### src/rtl/bus_xfer_splitter.sv
// Splits one 1/2/4-byte transfer at any alignment into 68000 16-bit bus cycles,
// drives the bus-cycle FSM controls and assembles a single right-aligned response.
module bus_xfer_splitter #(
    parameter int ADDR_WIDTH = 24
) (
    input  logic                  i_clk,
    input  logic                  i_reset,
    input  logic                  i_req_valid,
    output logic                  o_req_ready,
    input  logic [ADDR_WIDTH-1:0] i_req_addr,
    input  logic [1:0]            i_req_size,
    input  logic                  i_req_write,
    input  logic [31:0]           i_req_wdata,
    output logic                  o_cyc_activate,
    output logic                  o_cyc_must_continue,
    output logic [ADDR_WIDTH-1:0] o_cyc_addr,
    output logic                  o_cyc_uds,
    output logic                  o_cyc_lds,
    output logic                  o_cyc_write,
    output logic [15:0]           o_cyc_wdata,
    input  logic                  i_cyc_done,
    input  logic [15:0]           i_cyc_rdata,
    input  logic                  i_cyc_berr,
    output logic                  o_resp_valid,
    output logic [31:0]           o_resp_rdata,
    output logic                  o_resp_err
);

    typedef enum logic [1:0] {
        S_IDLE,
        S_ISSUE,
        S_BUSY,
        S_RESP
    } state_t;

    state_t                r_state, w_state;
    logic [ADDR_WIDTH-1:0] r_addr, w_addr;
    logic                  r_word, w_word;
    logic                  r_uds, w_uds;
    logic                  r_lds, w_lds;
    logic                  r_write, w_write;
    logic [15:0]           r_wdata, w_wdata;
    logic [1:0]            r_rem, w_rem;
    logic [31:0]           r_sr, w_sr;
    logic [31:0]           r_acc, w_acc;
    logic [31:0]           r_resp_rdata, w_resp_rdata;
    logic                  r_resp_err, w_resp_err;

    logic                  w_accept;
    logic [2:0]            w_bytes;
    logic                  w_first_word;
    logic [2:0]            w_first_rem;
    logic [31:0]           w_load_sr;
    logic [ADDR_WIDTH-1:0] w_step_addr;
    logic                  w_step_word;
    logic [1:0]            w_step_rem;
    logic [31:0]           w_step_sr;
    logic [7:0]            w_lane;
    logic [31:0]           w_acc_upd;

    // Byte cycles replicate the byte on both lanes; the strobe picks the live one.
    function automatic logic [15:0] lane_data(input logic [31:0] sr, input logic word);
        return word ? sr[31:16] : {sr[31:24], sr[31:24]};
    endfunction

    assign w_accept = i_req_valid && (r_state == S_IDLE);

    always_comb begin
        w_bytes   = 3'd0;
        w_load_sr = 32'h0;
        unique case (i_req_size)
            2'b00: begin
                w_bytes   = 3'd1;
                w_load_sr = {i_req_wdata[7:0], 24'h0};
            end
            2'b01: begin
                w_bytes   = 3'd2;
                w_load_sr = {i_req_wdata[15:0], 16'h0};
            end
            2'b10: begin
                w_bytes   = 3'd4;
                w_load_sr = i_req_wdata;
            end
            default: begin
                w_bytes   = 3'd0;
                w_load_sr = 32'h0;
            end
        endcase
    end

    assign w_first_word = (i_req_size != 2'b00) && !i_req_addr[0];
    assign w_first_rem  = w_bytes - (w_first_word ? 3'd2 : 3'd1);

    // Next cycle: word only when aligned and at least two bytes remain.
    assign w_step_addr = r_addr + (r_word ? ADDR_WIDTH'(2) : ADDR_WIDTH'(1));
    assign w_step_word = !w_step_addr[0] && r_rem[1];
    assign w_step_rem  = r_rem - (w_step_word ? 2'd2 : 2'd1);
    assign w_step_sr   = r_word ? {r_sr[15:0], 16'h0} : {r_sr[23:0], 8'h0};

    assign w_lane    = r_addr[0] ? i_cyc_rdata[7:0] : i_cyc_rdata[15:8];
    assign w_acc_upd = r_word ? {r_acc[15:0], i_cyc_rdata} : {r_acc[23:0], w_lane};

    always_comb begin
        w_state      = r_state;
        w_addr       = r_addr;
        w_word       = r_word;
        w_uds        = r_uds;
        w_lds        = r_lds;
        w_write      = r_write;
        w_wdata      = r_wdata;
        w_rem        = r_rem;
        w_sr         = r_sr;
        w_acc        = r_acc;
        w_resp_rdata = r_resp_rdata;
        w_resp_err   = r_resp_err;
        unique case (r_state)
            S_IDLE: begin
                if (w_accept) begin
                    if (i_req_size == 2'b11) begin
                        w_state      = S_RESP;
                        w_resp_err   = 1'b1;
                        w_resp_rdata = 32'h0;
                    end else begin
                        w_state = S_ISSUE;
                        w_addr  = i_req_addr;
                        w_word  = w_first_word;
                        w_uds   = w_first_word || !i_req_addr[0];
                        w_lds   = w_first_word || i_req_addr[0];
                        w_write = i_req_write;
                        w_sr    = w_load_sr;
                        w_wdata = lane_data(w_load_sr, w_first_word);
                        w_rem   = w_first_rem[1:0];
                        w_acc   = 32'h0;
                    end
                end
            end
            S_ISSUE: begin
                w_state = S_BUSY;
            end
            S_BUSY: begin
                if (i_cyc_done) begin
                    if (i_cyc_berr || (r_rem == 2'd0)) begin
                        w_state      = S_RESP;
                        w_resp_err   = i_cyc_berr;
                        w_resp_rdata = (i_cyc_berr || r_write) ? 32'h0 : w_acc_upd;
                        w_acc        = w_acc_upd;
                        w_addr       = '0;
                        w_word       = 1'b0;
                        w_uds        = 1'b0;
                        w_lds        = 1'b0;
                        w_write      = 1'b0;
                        w_wdata      = 16'h0;
                        w_rem        = 2'd0;
                    end else begin
                        w_addr  = w_step_addr;
                        w_word  = w_step_word;
                        w_uds   = w_step_word || !w_step_addr[0];
                        w_lds   = w_step_word || w_step_addr[0];
                        w_sr    = w_step_sr;
                        w_wdata = lane_data(w_step_sr, w_step_word);
                        w_rem   = w_step_rem;
                        w_acc   = w_acc_upd;
                    end
                end
            end
            S_RESP: begin
                w_state      = S_IDLE;
                w_resp_err   = 1'b0;
                w_resp_rdata = 32'h0;
            end
            default: begin
                w_state = S_IDLE;
            end
        endcase
    end

    always_ff @(posedge i_clk) begin
        if (i_reset) begin
            r_state      <= S_IDLE;
            r_addr       <= '0;
            r_word       <= 1'b0;
            r_uds        <= 1'b0;
            r_lds        <= 1'b0;
            r_write      <= 1'b0;
            r_wdata      <= 16'h0;
            r_rem        <= 2'd0;
            r_sr         <= 32'h0;
            r_acc        <= 32'h0;
            r_resp_rdata <= 32'h0;
            r_resp_err   <= 1'b0;
        end else begin
            r_state      <= w_state;
            r_addr       <= w_addr;
            r_word       <= w_word;
            r_uds        <= w_uds;
            r_lds        <= w_lds;
            r_write      <= w_write;
            r_wdata      <= w_wdata;
            r_rem        <= w_rem;
            r_sr         <= w_sr;
            r_acc        <= w_acc;
            r_resp_rdata <= w_resp_rdata;
            r_resp_err   <= w_resp_err;
        end
    end

    // A bus error cancels continuation in the same cycle the FSM samples it.
    assign o_cyc_must_continue = (r_rem != 2'd0) && !i_cyc_berr;

    assign o_req_ready    = (r_state == S_IDLE);
    assign o_cyc_activate = (r_state == S_ISSUE);
    assign o_resp_valid   = (r_state == S_RESP);
    assign o_cyc_addr     = r_addr;
    assign o_cyc_uds      = r_uds;
    assign o_cyc_lds      = r_lds;
    assign o_cyc_write    = r_write;
    assign o_cyc_wdata    = r_wdata;
    assign o_resp_rdata   = r_resp_rdata;
    assign o_resp_err     = r_resp_err;

endmodule

### config.mk
export PLATFORM = sky130hd
export DESIGN_NAME = bus_xfer_splitter
export DESIGN_NICKNAME = d
export VERILOG_FILES = /design/src/rtl/bus_xfer_splitter.sv
export SDC_FILE = /design/constraint.sdc
export NUM_CORES = 1
export LEC_CHECK = 0
export BUFFER_PORTS_ARGS = -buffer_cell sky130_fd_sc_hd__buf_4
export CAP_MARGIN = 10
export CELL_PAD_IN_SITES_DETAIL_PLACEMENT = 2
export CELL_PAD_IN_SITES_GLOBAL_PLACEMENT = 2
export CORE_UTILIZATION = 31
export CTS_BUF_LIST = sky130_fd_sc_hd__clkbuf_8 sky130_fd_sc_hd__clkbuf_16
export DETAILED_ROUTE_END_ITERATION = 10
export PLACE_DENSITY_LB_ADDON = 0.2
export SLEW_MARGIN = 40
export SYNTH_ARGS = -nofsm -noshare
export SYNTH_HDL_FRONTEND = slang
export SYNTH_SLANG_ARGS = --single-unit
### constraint.sdc
create_clock -name i_clk -period 3.7 [get_ports i_clk]
set_clock_uncertainty 0.1 [all_clocks]
set_input_delay 0.37 -clock i_clk [delete_from_list [all_inputs] [get_ports i_clk]]
set_output_delay 0.37 -clock i_clk [all_outputs]
set_load 0.005 [all_outputs]
Word level (Yosys, flattened, before mapping)

Index checks and enable logic that the tools add are counted.

Bits in registers: 129
Input bits: 80
Output and inout port bits: 80
Logic and storage cells: 122

$add $sub $neg: 3
Equality and inequality tests: 12
Mux-type cells: 70
Reduce and logical (&&, ||, !) cells: 25

Operators with widths:

| operator                                                        | count |
|---|---|
| 24-bit two-way mux                                              | 11 |
| 32-bit two-way mux                                              | 7 |
| 32-bit case mux with 3 select lines                             | 2 |
| 24-bit case mux with 2 select lines                             | 3 |
| 16-bit two-way mux                                              | 4 |
| 16-bit case mux with 2 select lines                             | 1 |
| 24-bit by 2-bit adder with 24-bit output                        | 1 |
| 8-bit two-way mux                                               | 3 |
| 2-bit two-way mux                                               | 11 |
| 1-bit two-way mux                                               | 20 |
| 5-bit AND reduction                                             | 3 |
| 2-bit == test, second input constant                            | 4 |
| 2-bit != test, second input constant                            | 4 |
| 1-bit case mux with 2 select lines                              | 4 |
| 2-bit case mux with 4 select lines                              | 1 |
| 2-bit zero test                                                 | 3 |
| 1-bit logical OR                                                | 6 |
| 2-bit case mux with 3 select lines                              | 1 |
| 2-bit nonzero test                                              | 3 |
| 2-bit by 1-bit == test with 1-bit output, second input constant | 2 |
| 1-bit logical AND                                               | 4 |
| 2-bit by 1-bit != test with 1-bit output, second input constant | 2 |
| 2-bit case mux with 2 select lines                              | 1 |
| 4-bit AND reduction                                             | 1 |
| other kinds (5)                                                 | 8 |

Depth between registers and ports, before layout

Depth after elaboration: 9
Gate-level depth with buffers: 13
Gate-level depth less buffers: 9

Worst setup path after synthesis

OpenSTA, ideal clock, no wires.

Path kind: reg2reg
Start: register r_word
End: register r_rem[1]
Library setup time: 0.128 ns
Arrival: 2.657 ns
Required time: 3.472 ns
Setup slack: 0.815 ns
Stages on the path, launching flop included: 14
Path buffers: 4
Period minus slack after synthesis: 2.885 ns
Path through: dfxtp_1 > clkbuf_1 > buf_2 > inv_1 > ha_1 > nand2b_1 > buf_2 > buf_1 > ha_1 > xor2_1 > nand2_1 > o21ai_0 > a222oi_1 > nor2_1

Word-level cells in the longest chain between the ends: 9

Ends and longest elaborated chain:

| element                                  | line | source |
|---|---|---|
| start, declared                          | 38   | `logic r_word, w_word;` |
| start signal, assigned                   | 194  | `r_word <= w_word;` |
| 2-bit two-way mux                        | 95   | `assign w_step_addr = r_addr + (r_word ? ADDR_WIDTH'(2) : ADDR_WIDTH'(1));` |
| 24-bit by 2-bit adder with 24-bit output | 95   |  |
| 1-bit zero test                          | 96   | `assign w_step_word = !w_step_addr[0] && r_rem[1];` |
| 1-bit logical AND                        | 96   |  |
| 2-bit two-way mux                        | 97   | `assign w_step_rem = r_rem - (w_step_word ? 2'd2 : 2'd1);` |
| 2-bit subtractor                         | 97   |  |
| 2-bit two-way mux                        | 142  | `if (i_cyc_berr \|\| (r_rem == 2'd0)) begin` |
| 2-bit two-way mux                        | 141  | `if (i_cyc_done) begin` |
| 2-bit case mux with 2 select lines       | 116  | `unique case (r_state)` |
| end signal, assigned                     | 199  | `r_rem <= w_rem;` |
| end, declared                            | 43   | `logic [1:0] r_rem, w_rem;` |

Every way passes these cells. The select of a mux whose other input is x is not followed.
A chain may end at the register's enable or synchronous reset.

Final worst setup path

Start: register r_state[0]
End: register r_acc[12]

Word-level cells in the longest chain between the ends: 4
Elaborated cells between the ends (all ways): 9
Those cells by class: 4 x eq/ne; 1 x mux; 4 x reduce/logical

Ends and longest elaborated chain:

| element                                            | line    | source |
|---|---|---|
| start, declared                                    | 36      | `state_t r_state, w_state;` |
| start signal, assigned                             | 192     | `r_state <= w_state;` |
| 2-bit zero test                                    | 66, 116 |  |
| 1-bit logical AND                                  | 66      | `assign w_accept = i_req_valid && (r_state == S_IDLE);` |
| 2-bit by 1-bit != test with 1-bit output (no line) | -       |  |
| 4-bit AND reduction (no line)                      | -       |  |
| end signal, assigned                               | 201     | `r_acc <= w_acc;` |
| end, declared                                      | 45      | `logic [31:0] r_acc, w_acc;` |

Parallel ways exist; a longest one is shown, timed or not.

==> impl_metrics.json <==
{
  "synth-simple-area-share": 0.217,
  "startpoint_type": "flip-flop",
  "seqPwrFrac": 0.288,
  "ant_nets": 0,
  "insertion_delay_ns": 0.42,
  "post_cts_resized": 0,
  "crit_fanout": 44,
  "yosys.area.top_type": "dfxtp_1",
  "relSlewSlack": 0.502,
  "placed_cell_area_um2": 8530,
  "grt_remaining_overflow": 0,
  "synthXorXnorAreaFrac": 0.00370,
  "htree_levels": 4,
  "ir_worst_vdd_uv": 398,
  "total_power_mw": 7.10,
  "p_clk_frac": 0.234,
  "rsz0062_at_grt": "no",
  "syn_area_per_cell_um2": 7.87,
  "cts_root_buffer": "clkbuf_16",
  "clkTransAtPathRegs_ns": 0.06,
  "setup_violations": 0,
  "initialDrtViolationCount": 425,
  "synth_mux_area_frac": 0.0914,
  "finalHoldViolCount": 0,
  "ys_seq_area_frac": 0.364,
  "vias_per_cell": 5.61,
  "grt_pass1_vias": 7671,
  "num_rows": 55,
  "layout.nets": 1111,
  "cts_num_sinks": 129,
  "dp_cells": 1288,
  "yosysMostFrequentCell": "dfxtp_1",
  "cp.required_ns": 3.89,
  "tightestPinTransition_ns": 0.744,
  "yosys.area_share.adder": 0.0169,
  "cts_tree": "built",
  "finalInstanceArea_um2": 9100,
  "clk_path_buf_depth": 2,
  "setup_tns_ns": 0,
  "fin_crit_sh": 0.783,
  "yosys-top-cells-area": "dfxtp_1 36%, a21oi_1 6.7%, nor2_1 5.9%",
  "hold_buffers": 0,
  "intPower_mw": 3.96,
  "maxCapViolations": 0,
  "synth_common_cells": "129 x dfxtp_1, 111 x nor2_1, 95 x a21oi_1",
  "endpoint_kind": "flip-flop",
  "yosysWarnings": 0,
  "max_freq_mhz": 345,
  "synth_compound_area_frac": 0.253,
  "finalCriticalPeriod_ns": 2.90,
  "multiInputGateArea_um2": 4150,
  "synthArstFlopShare": 0,
  "firstDrtPassIters": 4,
  "yosysTopAreaCellShare": 0.364,
  "numCtsBuffers": 17,
  "pin_count": 160,
  "worst_ep_arrival_time_ns": 3.09,
  "dp_hpwl_um": 19200,
  "drcViolationCount": 0,
  "ys_ff_latch": 129,
  "initial_core_util": 0.315,
  "die-area_um2": 23500,
  "p_sw_frac": 0.442,
  "finalNonFillerCells": 1320,
  "power_frac_comb": 0.478,
  "path_class": "reg2reg",
  "grt_max_degree": 61,
  "io_buffers": 159,
  "core_area_um2": 22600,
  "wl_per_cell_um": 20.7,
  "grt_pass1_wl_um": 43700,
  "grtUsageTotal": 0.236,
  "hp-class": "in2reg",
  "synth_edf_count": 0,
  "synth.cell_area_um2": 7100,
  "area_growth_syn_to_layout_pct": 28.1,
  "die_h_um": 153,
  "cts_setup_buffers": 0,
  "final-seq-area_um2": 2580,
  "slew_viol_final": 0,
  "syn_nets": 991,
  "die_w_um": 153,
  "diodes": 0,
  "p_per_area_nw_per_um2": 780,
  "finalWirelength_um": 27400,
  "yosysUniqueCellTypes": 68,
  "syn_inst": 902,
  "ys.flop_type": "dfxtp_1",
  "drive_gt1_frac": 0.246,
  "p_leak_nw": 3.54,
  "status": "finished, final reports clean",
  "antenna_found_initial": 1,
  "p_sw_mw": 3.14,
  "fillers": 2610,
  "dr_total_vias": 7403,
  "gp_congestion": 0.787,
  "synth_top_family_by_area": "compound AO/OA/AOI/OAI gates"
}
-- kinds of logic (layout without fill, tap and decap cells) --
kind of cell	Yosys count	count (layout)
AND/OR/NAND/NOR	323	323
AO/OA/AOI/OAI	279	279
flip-flops	129	129
buffers and inverters	97	230
multiplexers	62	62
adder cells (fa/ha/maj)	9	9
XOR/XNOR	3	3
-- area by class of cell --
| class | instances | area share |
|---|---|---|
| well taps | 285 | 0.0392 |
| clock buffers | 18 | 0.0483 |
| repair buffers | 181 | 0.151 |
| inverters | 17 | 0.00701 |
| multi-input cells | 676 | 0.456 |
| flip-flops and latches | 129 | 0.284 |
| clock inverters | 14 | 0.0146 |
-- cells in the final DEF, fill, tap and decap left out, types with 3 or more instances in the layout --
cell type / n
a211oi_1: 4
a21oi_1: 95
a221oi_1: 25
a22o_1: 3
a22oi_1: 24
a31oi_1: 8
and3_1: 3
buf_4: 179
clkbuf_16: 17
clkinv_4: 3
clkinvlp_4: 5
dfxtp_1: 128
ha_1: 7
inv_1: 17
inv_6: 4
mux2_2: 23
mux2i_1: 39
nand2_1: 76
nand2b_1: 4
nand3_1: 14
nand4_1: 5
nor2_1: 111
nor2b_1: 17
nor3_1: 28
nor3b_1: 8
nor4_1: 7
o211ai_1: 3
o21a_1: 10
o21ai_0: 48
o221ai_1: 3
o22a_1: 6
o22ai_1: 18
o31ai_1: 3
o32ai_1: 3
or2_2: 3
or3_1: 34
-- worst max-delay path, cell delays in order, from the launching register on --
cell and delay, ns:
dfxtp_1 0.34, inv_1 0.09, ha_2 0.21, buf_4 0.29, nor2b_1 0.31, a211o_2 0.51, buf_4 0.50, nor2_1 0.11
a21oi_1 0.21, nor2_1 0.08
-- sequential cells by signal, summed over array words and instances (netlist names), 2 cells and up --
name and cells:
r_state 2, r_sr 24, r_acc 24, o_cyc_wdata 16, r_rem 2, o_cyc_addr 24
o_resp_rdata 32
-- layer usage --
layer  routed length, um  vias to the layer above  global-route usage  share of wire
li1                    -                     3524                   -              -
met1               13300                     3703               0.327           0.49
met2               12600                      143               0.377           0.46
met3                 940                       31              0.0343          0.034
met4                 490                        2              0.0752          0.018
met5                  17                        -                   0        0.00062
-- power by group through the flow --
stage | combinational, mW | clock (mW) | sequential, mW
global route | 3.73 | 1.74 | 2.09
global placement | 3.33 | 0 | 2.06
finish | 3.40 | 1.66 | 2.05
floorplan | 2.17 | 0 | 1.98
CTS | 3.43 | 1.70 | 2.04
detailed placement | 3.41 | 0 | 2.07
-- path summary, 6_finish.rpt --
kind	cells after the start	to	from	slack (ns)
worst max-delay path	9	r_acc[12]	r_state[0]	0.80
worst min-delay path	3	r_sr[0]	i_req_wdata[0]	0.1
worst max register to register	9	r_acc[12]	r_state[0]	0.80
worst min register to register	2	o_resp_rdata[15]	o_resp_rdata[15]	0.36
-- per-stage QoR --
step                hold slack, ns   util  setup slack [ns]
floorplan                    0.331      -             0.815
global placement             0.342  0.377              1.03
detailed placement           0.351  0.378             0.893
CTS                         0.0892  0.403             0.762
global route                 0.103  0.403             0.622
finish                      0.0999  0.403             0.801
No activity file was read; power rests on OpenSTA's default activity.
